$ cat src/rtl/can_rx_pkg.sv
// Shared definitions for the CAN receive path: identifier width, the
// acceptance-filter state encoding and the mask/code match rule.
package can_rx_pkg;

    localparam int unsigned ID_W = 11;

    typedef enum logic [1:0] {
        IDLE,
        WAIT_EOF,
        COMMIT
    } filt_state_t;

    // An ID passes when every bit selected by the mask equals the code bit,
    // or when filtering is disabled.
    function automatic logic id_match(
        input logic            filt_en,
        input logic [ID_W-1:0] id,
        input logic [ID_W-1:0] code,
        input logic [ID_W-1:0] mask
    );
        return !filt_en || (((id ^ code) & mask) == '0);
    endfunction

endpackage

$ cat src/rtl/can_acceptance_filter_fifo.sv
// Synchronous first-word-fall-through FIFO holding accepted identifiers.
// The head word reads as zero while the FIFO is empty.
module accept_fifo #(
    parameter int unsigned DEPTH = 4,
    parameter int unsigned WIDTH = 11
) (
    input  logic             clk,
    input  logic             g_rst,
    input  logic             push,
    input  logic [WIDTH-1:0] wdata,
    input  logic             pop,
    output logic             full,
    output logic             empty,
    output logic [WIDTH-1:0] head
);

    localparam int unsigned PTR_W = $clog2(DEPTH);
    localparam logic [PTR_W:0] FULL_CNT = (PTR_W + 1)'(DEPTH);

    logic [WIDTH-1:0] mem [DEPTH];
    logic [PTR_W-1:0] wr_ptr;
    logic [PTR_W-1:0] rd_ptr;
    logic [PTR_W:0]   count;
    logic             do_push;
    logic             do_pop;

    // A push into a full FIFO is allowed only when a pop frees a slot in the same cycle.
    always_comb begin
        do_pop  = pop && (count != '0);
        do_push = push && ((count != FULL_CNT) || do_pop);
    end

    // Pointer and occupancy tracking; pointers wrap naturally at the power-of-two depth.
    always_ff @(posedge clk or posedge g_rst) begin
        if (g_rst) begin
            wr_ptr <= '0;
            rd_ptr <= '0;
            count  <= '0;
        end else begin
            if (do_push) begin
                wr_ptr <= wr_ptr + 1'b1;
            end
            if (do_pop) begin
                rd_ptr <= rd_ptr + 1'b1;
            end
            case ({do_push, do_pop})
                2'b10:   count <= count + 1'b1;
                2'b01:   count <= count - 1'b1;
                default: count <= count;
            endcase
        end
    end

    // Storage array; contents are only observed through head while non-empty.
    always_ff @(posedge clk) begin
        if (do_push) begin
            mem[wr_ptr] <= wdata;
        end
    end

    // Status and head word derived from registered state only.
    always_comb begin
        empty = (count == '0);
        full  = (count == FULL_CNT);
        head  = empty ? '0 : mem[rd_ptr];
    end

endmodule

$ cat src/rtl/can_acceptance_filter.sv
// CAN receive acceptance filter: snapshots the base ID and its match result
// at the end of arbitration, commits accepted IDs to a FWFT queue only after
// an error-free end of frame, and keeps saturating accept/reject counters.
module can_acceptance_filter
    import can_rx_pkg::*;
#(
    parameter int unsigned FIFO_DEPTH = 4,
    parameter int unsigned CNT_W      = 16
) (
    input  logic             clk,
    input  logic             g_rst,
    input  logic [ID_W-1:0]  mask_param,
    input  logic [ID_W-1:0]  code_param,
    input  logic             filt_en,
    input  logic             rx_id_valid,
    input  logic [ID_W-1:0]  rx_id,
    input  logic             rx_frame_ok,
    input  logic             rx_frame_err,
    input  logic             acc_rd,
    output logic             acc_valid,
    output logic [ID_W-1:0]  acc_id,
    output logic             acc_full,
    output logic             ovf,
    input  logic             ovf_clr,
    output logic [CNT_W-1:0] acc_cnt,
    output logic [CNT_W-1:0] rej_cnt
);

    filt_state_t     state;
    logic [ID_W-1:0] id_q;
    logic            match_q;
    logic            fifo_full;
    logic            fifo_empty;
    logic [ID_W-1:0] fifo_head;
    logic            commit_push;
    logic            commit_drop;

    // In COMMIT a full queue still accepts the ID if the head is popped in the same cycle.
    always_comb begin
        commit_push = 1'b0;
        commit_drop = 1'b0;
        if (state == COMMIT) begin
            commit_push = !fifo_full || acc_rd;
            commit_drop = !commit_push;
        end
    end

    // Frame tracking FSM with the snapshot registers, counters and sticky overflow flag.
    always_ff @(posedge clk or posedge g_rst) begin
        if (g_rst) begin
            state   <= IDLE;
            id_q    <= '0;
            match_q <= 1'b0;
            acc_cnt <= '0;
            rej_cnt <= '0;
            ovf     <= 1'b0;
        end else begin
            if (commit_push && (acc_cnt != '1)) begin
                acc_cnt <= acc_cnt + 1'b1;
            end
            if (commit_drop) begin
                ovf <= 1'b1;
            end else if (ovf_clr) begin
                ovf <= 1'b0;
            end

            case (state)
                IDLE: begin
                    if (rx_id_valid) begin
                        id_q    <= rx_id;
                        match_q <= id_match(filt_en, rx_id, code_param, mask_param);
                        state   <= WAIT_EOF;
                    end
                end
                WAIT_EOF: begin
                    if (rx_frame_err) begin
                        state <= IDLE;
                    end else if (rx_frame_ok) begin
                        if (match_q) begin
                            state <= COMMIT;
                        end else begin
                            if (rej_cnt != '1) begin
                                rej_cnt <= rej_cnt + 1'b1;
                            end
                            state <= IDLE;
                        end
                    end else if (rx_id_valid) begin
                        id_q    <= rx_id;
                        match_q <= id_match(filt_en, rx_id, code_param, mask_param);
                    end
                end
                COMMIT: begin
                    if (rx_id_valid) begin
                        id_q    <= rx_id;
                        match_q <= id_match(filt_en, rx_id, code_param, mask_param);
                        state   <= WAIT_EOF;
                    end else begin
                        state <= IDLE;
                    end
                end
                default: state <= IDLE;
            endcase
        end
    end

    accept_fifo #(
        .DEPTH(FIFO_DEPTH),
        .WIDTH(ID_W)
    ) u_fifo (
        .clk  (clk),
        .g_rst(g_rst),
        .push (commit_push),
        .wdata(id_q),
        .pop  (acc_rd),
        .full (fifo_full),
        .empty(fifo_empty),
        .head (fifo_head)
    );

    // Queue status is forwarded straight from the FIFO's registered state.
    always_comb begin
        acc_valid = !fifo_empty;
        acc_full  = fifo_full;
        acc_id    = fifo_head;
    end

endmodule

$ cat config.mk
export PLATFORM = sky130hd
export DESIGN_NAME = can_acceptance_filter
export DESIGN_NICKNAME = d
export VERILOG_FILES = /design/src/rtl/can_rx_pkg.sv /design/src/rtl/can_acceptance_filter_fifo.sv /design/src/rtl/can_acceptance_filter.sv
export SDC_FILE = /design/constraint.sdc
export NUM_CORES = 1
export LEC_CHECK = 0
export ABC_AREA = 1
export CAP_MARGIN = 0
export CORE_ASPECT_RATIO = 0.9
export CORE_MARGIN = 3
export CORE_UTILIZATION = 48
export CTS_CLUSTER_DIAMETER = 80
export DETAILED_ROUTE_END_ITERATION = 7
export MAX_ROUTING_LAYER = met4
export PLACE_DENSITY = 0.77
export SLEW_MARGIN = 0
export SYNTH_ARGS = -nofsm -noshare
export SYNTH_HDL_FRONTEND = slang
export SYNTH_SLANG_ARGS = --single-unit
$ cat constraint.sdc
create_clock -name clk -period 1.9 [get_ports clk]
set_input_delay 0.38 -clock clk [delete_from_list [all_inputs] [get_ports clk]]
set_output_delay 0.38 -clock clk [all_outputs]
set_load 0.02 [all_outputs]
==> impl_metrics.prom, run 1 <==
# TYPE chip_impl_metric gauge
chip_impl_metric{name="global_route.overflow_total",unit=""} 0
chip_impl_info{name="hold_path.class",value="input pin to async pin"} 1
chip_impl_metric{name="worst_hold_check_slack",unit="ns"} 0.3776
chip_impl_info{name="netlist_top_cells_count",value="144 x sky130_fd_sc_hd__nand2_1, 100 x sky130_fd_sc_hd__nor2_1, 55 x sky130_fd_sc_hd__inv_1"} 1
chip_impl_metric{name="antenna_cells_inserted",unit=""} 0
chip_impl_metric{name="clock_path_buffers",unit=""} 2
chip_impl_metric{name="floorplan.initialDensity",unit="%"} 49.49
chip_impl_metric{name="utilization",unit="%"} 65.43
chip_impl_metric{name="total_core_area",unit="um^2"} 9742
chip_impl_info{name="violations",value="negative setup slack"} 1
chip_impl_metric{name="synth_xor_area_share",unit="%"} 5.269
chip_impl_metric{name="synth.yosys.warnings",unit=""} 0
chip_impl_info{name="outcome",value="finished, violations left"} 1
chip_impl_metric{name="synth_async_sr_flop_share",unit="%"} 55.10
chip_impl_metric{name="drt_pass1_iterations",unit=""} 4
chip_impl_metric{name="clock_insertion_delay_worst_skew",unit="ns"} 0.37
chip_impl_metric{name="synth.ff_latch_count",unit=""} 98
chip_impl_metric{name="placed_cells",unit=""} 782
chip_impl_metric{name="seq_power_share",unit="%"} 39.4
chip_impl_metric{name="combPwrFrac",unit="%"} 41.5
chip_impl_metric{name="detail_route.wl_per_cell",unit="um"} 13.84
chip_impl_metric{name="cts_hold_buffers",unit=""} 0
chip_impl_metric{name="clock_sinks",unit=""} 98
chip_impl_metric{name="dieArea",unit="um^2"} 11280
chip_impl_metric{name="power_leakage",unit="nW"} 2.932
chip_impl_metric{name="grt_antenna_before_repair",unit=""} 0
chip_impl_metric{name="power.switching",unit="mW"} 2.688
chip_impl_info{name="yosys.area.top_type",value="sky130_fd_sc_hd__dfrtp_1"} 1
chip_impl_metric{name="finalCritPeriodShare",unit="%"} 106.9
chip_impl_metric{name="power_report.internal_total",unit="mW"} 4.364
chip_impl_info{name="critical_path_sink_type",value="primary output"} 1
chip_impl_info{name="largest_family_of_logic_cells_by_synthesized_area",value="simple AND/OR/NAND/NOR gates"} 1
chip_impl_info{name="global_route.peak_usage_layer",value="met2"} 1
chip_impl_metric{name="finalCriticalPeriod",unit="ns"} 2.031
chip_impl_metric{name="port_buffers",unit=""} 86
chip_impl_metric{name="clock_tree.htree_level_count",unit=""} 3
chip_impl_info{name="ys_top_cells_by_area",value="sky130_fd_sc_hd__dfrtp_1 28%, sky130_fd_sc_hd__edfxtp_1 27%, sky130_fd_sc_hd__nand2_1 11%"} 1
chip_impl_info{name="clk_root_buffer_cell",value="sky130_fd_sc_hd__clkbuf_8"} 1
chip_impl_metric{name="global_placer_s_final_weighted_congestion",unit=""} 0.9289
chip_impl_metric{name="hold_viol",unit=""} 0
chip_impl_metric{name="synth_edf_count",unit=""} 44
chip_impl_metric{name="area_delta_synth_final",unit="%"} 32.21
chip_impl_metric{name="route.vias.total",unit=""} 4045
chip_impl_metric{name="detailedRoute.firstIterationViolations",unit=""} 167
chip_impl_metric{name="maxClockFrequency",unit="GHz"} 0.4924
chip_impl_metric{name="layoutNonFillerInstCount",unit=""} 804
chip_impl_metric{name="clk_pin_slew_worst_paths",unit="ns"} 0.10
chip_impl_metric{name="layout.nets",unit=""} 722
chip_impl_metric{name="post_route_cells_drive_above_1_share",unit="%"} 14.16
chip_impl_metric{name="post_synth_fa_ha_maj_area_fraction",unit="%"} 2.232
chip_impl_info{name="critPathLaunchType",value="flip-flop"} 1
chip_impl_metric{name="grt_util_met3",unit="%"} 5.402
chip_impl_metric{name="pin_count_of_the_biggest_net_entering_global_routing",unit=""} 55
chip_impl_metric{name="crit_fanout",unit=""} 6
chip_impl_metric{name="critPathRequiredTime",unit="ns"} 1.52
chip_impl_info{name="cts_tree",value="built"} 1
chip_impl_metric{name="synth_compound_gate_area_share",unit="%"} 6.359
chip_impl_metric{name="final_max_slew_viol_count",unit=""} 0
chip_impl_info{name="worstSetupPathType",value="flip-flop to primary output"} 1
chip_impl_info{name="main_synth_ff_type",value="sky130_fd_sc_hd__dfrtp_1"} 1
chip_impl_metric{name="synth_top_area_share",unit="%"} 28.03
chip_impl_metric{name="grt_pass1_wl",unit="um"} 18220
chip_impl_metric{name="synthesis.nets",unit=""} 605
chip_impl_metric{name="grt_pass1_vias",unit=""} 3868
chip_impl_metric{name="syn_area_per_cell",unit="um^2"} 8.671
chip_impl_metric{name="seq_area_frac_synth",unit="%"} 55.44
chip_impl_metric{name="vdd_ir_drop_max",unit="V"} 0.0009383
chip_impl_metric{name="pwr-share-clk",unit="%"} 19.2
chip_impl_metric{name="cp_data_arrival_time",unit="ns"} 1.65
chip_impl_metric{name="setup_viol",unit=""} 11
chip_impl_info{name="grt_setup_unrepaired",value="true"} 1
chip_impl_metric{name="synthSimpleGateAreaFrac",unit="%"} 24.34
chip_impl_metric{name="final_critical_path_setup_slack",unit="ns"} -0.1310
chip_impl_metric{name="drt-total-wl",unit="um"} 11130
chip_impl_metric{name="synth_cell_types",unit=""} 28
chip_impl_metric{name="io_pins",unit=""} 87
chip_impl_metric{name="detail-route-antenna-nets",unit=""} 0
chip_impl_metric{name="chipHeight",unit="um"} 101.1
chip_impl_metric{name="via_per_inst",unit=""} 5.031
chip_impl_metric{name="finalSetupTns",unit="ns"} -0.9639
chip_impl_metric{name="power.switching_fraction",unit="%"} 38.11
chip_impl_metric{name="max_cap_viol_count",unit=""} 0
chip_impl_info{name="synthMostInstantiatedCell",value="sky130_fd_sc_hd__nand2_1"} 1
chip_impl_metric{name="groute.layer.met1.usage",unit="%"} 24.47
chip_impl_metric{name="synthesis.instances",unit=""} 556
chip_impl_metric{name="globalRouteTotalUtil",unit="%"} 20.49
chip_impl_metric{name="worst_pin_slew",unit="ns"} 0.4826
chip_impl_metric{name="slew-limit-headroom",unit="%"} 67.58
chip_impl_metric{name="synthMuxAreaShare",unit="%"} 0.2336
chip_impl_metric{name="numCtsBuffers",unit=""} 9
chip_impl_metric{name="netlist_area",unit="um^2"} 4821
chip_impl_metric{name="power_per_unit_of_standard_cell_area",unit="nW/um^2"} 1106
chip_impl_metric{name="num_rows",unit=""} 34
chip_impl_metric{name="chipWidth",unit="um"} 111.6
chip_impl_metric{name="clock-skew-final",unit="ns"} 0.01337
chip_impl_metric{name="post-dp-hpwl",unit="um"} 8071
chip_impl_metric{name="number_of_remaining_drc_errors",unit=""} 0
chip_impl_metric{name="grtUsageMet2",unit="%"} 35.16
==> logic make-up (layout without fill, tap and decap cells) <==
family                   after synthesis  in the layout
AND/OR/NAND/NOR                      288            288
flip-flops                            98             98
buffers and inverters                 72            194
AO/OA/AOI/OAI                         60             60
XOR/XNOR                              29             29
adder cells (fa/ha/maj)                8              8
multiplexers                           1              1
==> sequential cells by signal, summed over array words and instances, names as in the netlist <==
register	cells
state	2
acc_cnt	16
rej_cnt	16
id_q	11
u_fifo.mem	44
u_fifo.wr_ptr	2
match_q	1
u_fifo.rd_ptr	2
ovf	1
u_fifo.count	3
==> power by group through the flow <==
stage	Sequential (mW)	Combinational [mW]	Clock (mW)
final	2.78	2.92	1.35
after global routing	2.82	3.19	1.48
after CTS	2.76	2.63	1.38
after detailed placement	2.79	2.67	0
after global placement	2.78	2.58	0
after floorplan	2.84	1.39	0
==> path summary, 6_finish.rpt <==
path | start | end | slack, ns | cells past startpoint
worst max-delay path | u_fifo.rd_ptr[1] | acc_id[2] | -0.13 | 6
worst min-delay path | g_rst | rej_cnt[0] | 0.38 | 3
worst max register to register | u_fifo.count[2] | u_fifo.count[2] | 0.02 | 11
worst min register to register | state[0] | ovf | 0.52 | 1
max in group asynchronous | g_rst | u_fifo.rd_ptr[0] | 1.27 | 3
min in group clk | state[0] | ovf | 0.52 | 1
==> area by class of cell <==
cell class / instances / area, um^2
clock buffers: 9 / 123.9
clock inverters: 7 / 78.83
fillers: 799 / 3368
inverters: 58 / 226.5
multi-input cells: 386 / 1951
flip-flops and latches: 98 / 2674
well taps: 126 / 157.7
repair buffers: 120 / 1162
==> critical path: stages (launching register included) <==
cell and delay (ns):
sky130_fd_sc_hd__dfrtp_1 0.41, sky130_fd_sc_hd__clkinvlp_4 0.21, sky130_fd_sc_hd__buf_6 0.18, sky130_fd_sc_hd__nor2_1 0.10, sky130_fd_sc_hd__o21ai_0 0.09, sky130_fd_sc_hd__a21oi_1 0.14, sky130_fd_sc_hd__buf_4 0.16
==> per-layer routing <==
metal / share of wire [%] / vias up / wire length, um
met4: 1.2 / 0 / 131
li1: - / 2016 / -
met5: 0 / - / 0
met2: 51 / 85 / 5680
met3: 4.3 / 9 / 475
met1: 44 / 1935 / 4841
==> timing repair <==
| action | 4_1_cts | 5_1_grt |
|---|---|---|
| pin swaps | 1 | 17 |
| setup buffers | 1 | 5 |
| endpoints found under the setup margin | 16 | 25 |
| gates resized for setup | 56 | 64 |
==> stage by stage <==
step                      power (mW)  setup WS (ns)  instance area, um^2
after floorplan                4.226       0.001273                 4823
after global placement         5.361        -0.2272                 6002
after detailed placement       5.465        -0.3133                 6002
after CTS                      6.777        -0.2107                 6211
after global routing           7.502        -0.2345                 6374
final                          7.051        -0.1310                 6374
==> cells in the final DEF, fill, tap and decap left out, types with 10 or more instances in the layout <==
cell                              instances
sky130_fd_sc_hd__dlymetal6s2s_1          10
sky130_fd_sc_hd__buf_4                   34
sky130_fd_sc_hd__clkdlybuf4s50_1         61
sky130_fd_sc_hd__inv_1                   50
sky130_fd_sc_hd__edfxtp_1                44
sky130_fd_sc_hd__a21oi_1                 20
sky130_fd_sc_hd__nand2_1                143
sky130_fd_sc_hd__nor2_1                  89
sky130_fd_sc_hd__xor2_1                  14
sky130_fd_sc_hd__o21ai_0                 24
sky130_fd_sc_hd__dfrtp_1                 53
sky130_fd_sc_hd__xnor2_1                 15
sky130_fd_sc_hd__nand3_1                 28
No activity file was read; power rests on OpenSTA's default activity.
==> run 2, diff against run 1 <==
--- a/config.mk
+++ b/config.mk
@@ -12,7 +12,6 @@
 export CORE_UTILIZATION = 48
 export CTS_CLUSTER_DIAMETER = 80
 export DETAILED_ROUTE_END_ITERATION = 7
-export MAX_ROUTING_LAYER = met4
 export PLACE_DENSITY = 0.77
 export SLEW_MARGIN = 0
 export SYNTH_ARGS = -nofsm -noshare
==> impl_metrics.prom, run 2 (synthesis gave the netlist of run 1 again) <==
# TYPE chip_impl_metric gauge
chip_impl_metric{name="floorplan.initialDensity",unit="%"} 49.49
chip_impl_metric{name="hold_viol",unit=""} 0
chip_impl_info{name="grt_setup_unrepaired",value="true"} 1
chip_impl_metric{name="detailedRoute.firstIterationViolations",unit=""} 159
chip_impl_info{name="layout_commonest_cell",value="sky130_fd_sc_hd__nand2_1"} 1
chip_impl_metric{name="fin_area",unit="um^2"} 6374
chip_impl_info{name="registers_with_the_most_flip_flops",value="u_fifo.mem x44, acc_cnt x16, rej_cnt x16"} 1
chip_impl_info{name="timing.critical_path.cells",value="clkinvlp_4, buf_6, nor2_1, o21ai_0, a21oi_1, buf_4"} 1
chip_impl_metric{name="vdd_ir_drop_max",unit="V"} 0.0009381
chip_impl_info{name="most-common-layout-cells",value="143 x sky130_fd_sc_hd__nand2_1, 89 x sky130_fd_sc_hd__nor2_1, 61 x sky130_fd_sc_hd__clkdlybuf4s50_1, 53 x sky130_fd_sc_hd__dfrtp_1, 50 x sky130_fd_sc_hd__inv_1"} 1
chip_impl_metric{name="detail-route-antenna-nets",unit=""} 0
chip_impl_metric{name="detail_route.wl_per_cell",unit="um"} 13.82
chip_impl_metric{name="placement.cell_area",unit="um^2"} 6002
chip_impl_metric{name="clock_insertion_delay_worst_skew",unit="ns"} 0.37
chip_impl_metric{name="io_pins",unit=""} 87
chip_impl_metric{name="chipWidth",unit="um"} 111.6
chip_impl_metric{name="finalCriticalPeriod",unit="ns"} 2.030
chip_impl_metric{name="area_delta_synth_final",unit="%"} 32.21
chip_impl_metric{name="globalRouteTotalUtil",unit="%"} 19.88
chip_impl_metric{name="grt_pass1_wl",unit="um"} 18220
chip_impl_metric{name="max_cap_viol_count",unit=""} 0
chip_impl_metric{name="cp_data_arrival_time",unit="ns"} 1.65
chip_impl_metric{name="antenna_cells_inserted",unit=""} 0
chip_impl_info{name="cp_max_delay_cell",value="sky130_fd_sc_hd__dfrtp_1"} 1
chip_impl_metric{name="pin_count_of_the_biggest_net_entering_global_routing",unit=""} 55
chip_impl_metric{name="route.vias.total",unit=""} 4058
chip_impl_metric{name="drt-total-wl",unit="um"} 11110
chip_impl_metric{name="clock-skew-final",unit="ns"} 0.01326
chip_impl_metric{name="power_leakage",unit="nW"} 2.932
chip_impl_metric{name="global_route.overflow_total",unit=""} 0
chip_impl_metric{name="maxClockFrequency",unit="GHz"} 0.4925
chip_impl_info{name="cts_tree",value="built"} 1
chip_impl_metric{name="worst_pin_slew",unit="ns"} 0.4712
chip_impl_metric{name="crit_fanout",unit=""} 6
chip_impl_metric{name="port_buffers",unit=""} 86
chip_impl_metric{name="grt_antenna_before_repair",unit=""} 0
chip_impl_info{name="clk_root_buffer_cell",value="sky130_fd_sc_hd__clkbuf_8"} 1
chip_impl_metric{name="finalCritPeriodShare",unit="%"} 106.9
chip_impl_metric{name="setup_viol",unit=""} 11
chip_impl_metric{name="post-dp-hpwl",unit="um"} 8071
chip_impl_metric{name="drt_pass1_iterations",unit=""} 4
chip_impl_info{name="hold_path.class",value="input pin to async pin"} 1
chip_impl_metric{name="clock_sinks",unit=""} 98
chip_impl_info{name="top_register",value="u_fifo.mem"} 1
chip_impl_metric{name="p_total",unit="mW"} 7.047
chip_impl_metric{name="power_per_unit_of_standard_cell_area",unit="nW/um^2"} 1106
chip_impl_info{name="outcome",value="finished, violations left"} 1
chip_impl_metric{name="clock_path_buffers",unit=""} 2
chip_impl_metric{name="clock_tree.htree_level_count",unit=""} 3
chip_impl_metric{name="final_max_slew_viol_count",unit=""} 0
chip_impl_info{name="worstSetupPathType",value="flip-flop to primary output"} 1
chip_impl_metric{name="number_of_remaining_drc_errors",unit=""} 0
chip_impl_metric{name="dieArea",unit="um^2"} 11280
chip_impl_info{name="critical_path_sink_type",value="primary output"} 1
chip_impl_metric{name="global_placer_s_final_weighted_congestion",unit=""} 0.9131
chip_impl_metric{name="pre_cts_ws",unit="ns"} -0.3133
chip_impl_metric{name="largest_reg_flops",unit=""} 44
chip_impl_metric{name="num_rows",unit=""} 34
chip_impl_info{name="critPathLaunchType",value="flip-flop"} 1
chip_impl_metric{name="total_core_area",unit="um^2"} 9742
chip_impl_metric{name="final_critical_path_setup_slack",unit="ns"} -0.1303
chip_impl_metric{name="chipHeight",unit="um"} 101.1
chip_impl_metric{name="post_route_cells_drive_above_1_share",unit="%"} 14.16
chip_impl_metric{name="grt_pass1_vias",unit=""} 3866
chip_impl_metric{name="clk_pin_slew_worst_paths",unit="ns"} 0.10
chip_impl_metric{name="critPathRequiredTime",unit="ns"} 1.52
chip_impl_metric{name="slew-limit-headroom",unit="%"} 68.35
chip_impl_info{name="violations",value="negative setup slack"} 1
chip_impl_metric{name="layout.nets",unit=""} 722
chip_impl_metric{name="cpPeakStageDelay",unit="ns"} 0.41
chip_impl_metric{name="via_per_inst",unit=""} 5.047
chip_impl_metric{name="numCtsBuffers",unit=""} 9
chip_impl_metric{name="fillCellCount",unit=""} 799
[run 2: cell counts in the layout (fill, tap and decap cells not counted)]
Identical to the previous run, type by type.
[run 2: metrics by stage]
stage,util [%],hold WS (ns),setup TNS [ns],cells
after floorplan,-,0.4667,0,556
after global placement,61.61,0.4994,-1.256,782
after detailed placement,61.61,0.5111,-1.845,782
after CTS,63.76,0.3793,-1.070,799
after global routing,65.43,0.3813,-2.384,804
final,65.43,0.3789,-0.9510,804
[run 2: path summary, 6_finish.rpt]
path	start	endpoint	slack, ns	cells past startpoint
worst max-delay path	u_fifo.rd_ptr[1]	acc_id[2]	-0.13	6
worst min register to register	state[0]	ovf	0.52	1
worst max register to register	u_fifo.count[2]	u_fifo.count[2]	0.02	11
max in group asynchronous	g_rst	u_fifo.rd_ptr[0]	1.26	3
min in group clk	state[0]	ovf	0.52	1
worst min-delay path	g_rst	rej_cnt[0]	0.38	3
[run 2: repair_timing]
item,in CTS,in global routing
buffers inserted,1,5
endpoints found under the setup margin,16,25
pin swaps,1,17
hold buffers,0,0
endpoints found under the hold margin,0,0
gates resized for setup,56,64
[run 2: critical path, delay by kind of cell (launching register included)]
kind / cells / cell delay (ns)
buf+inv: 3 / 0.55
flops: 1 / 0.41
compound gates: 2 / 0.23
simple gates: 1 / 0.10
[run 2: report_power, final]
part / switching, mW / leakage (nW) / internal [mW]
combinational: 1.58 / 1.75 / 1.34
clock: 0.820 / 0.104 / 0.529
sequential: 0.282 / 1.08 / 2.49
total: 2.68 / 2.93 / 4.36
[run 2: layout make-up]
class / instances / area [um^2] / share of cell area [%]
flip-flops and latches: 98 / 2674 / 41.95
multi-input cells: 386 / 1951 / 30.60
repair buffers: 120 / 1162 / 18.24
inverters: 58 / 226.5 / 3.553
well taps: 126 / 157.7 / 2.473
clock buffers: 9 / 123.9 / 1.943
clock inverters: 7 / 78.83 / 1.237
[run 2: per-layer routing]
layer  wire length, um  vias up  share of wire, %  track usage (%)
li1                  -     2016                 -                -
met1              4763     1946                43            24.31
met2              5732       90                52            35.16
met3               501        6               4.5            5.582
met4               114        0               1.0            4.771
met5                 0        -                 0                0
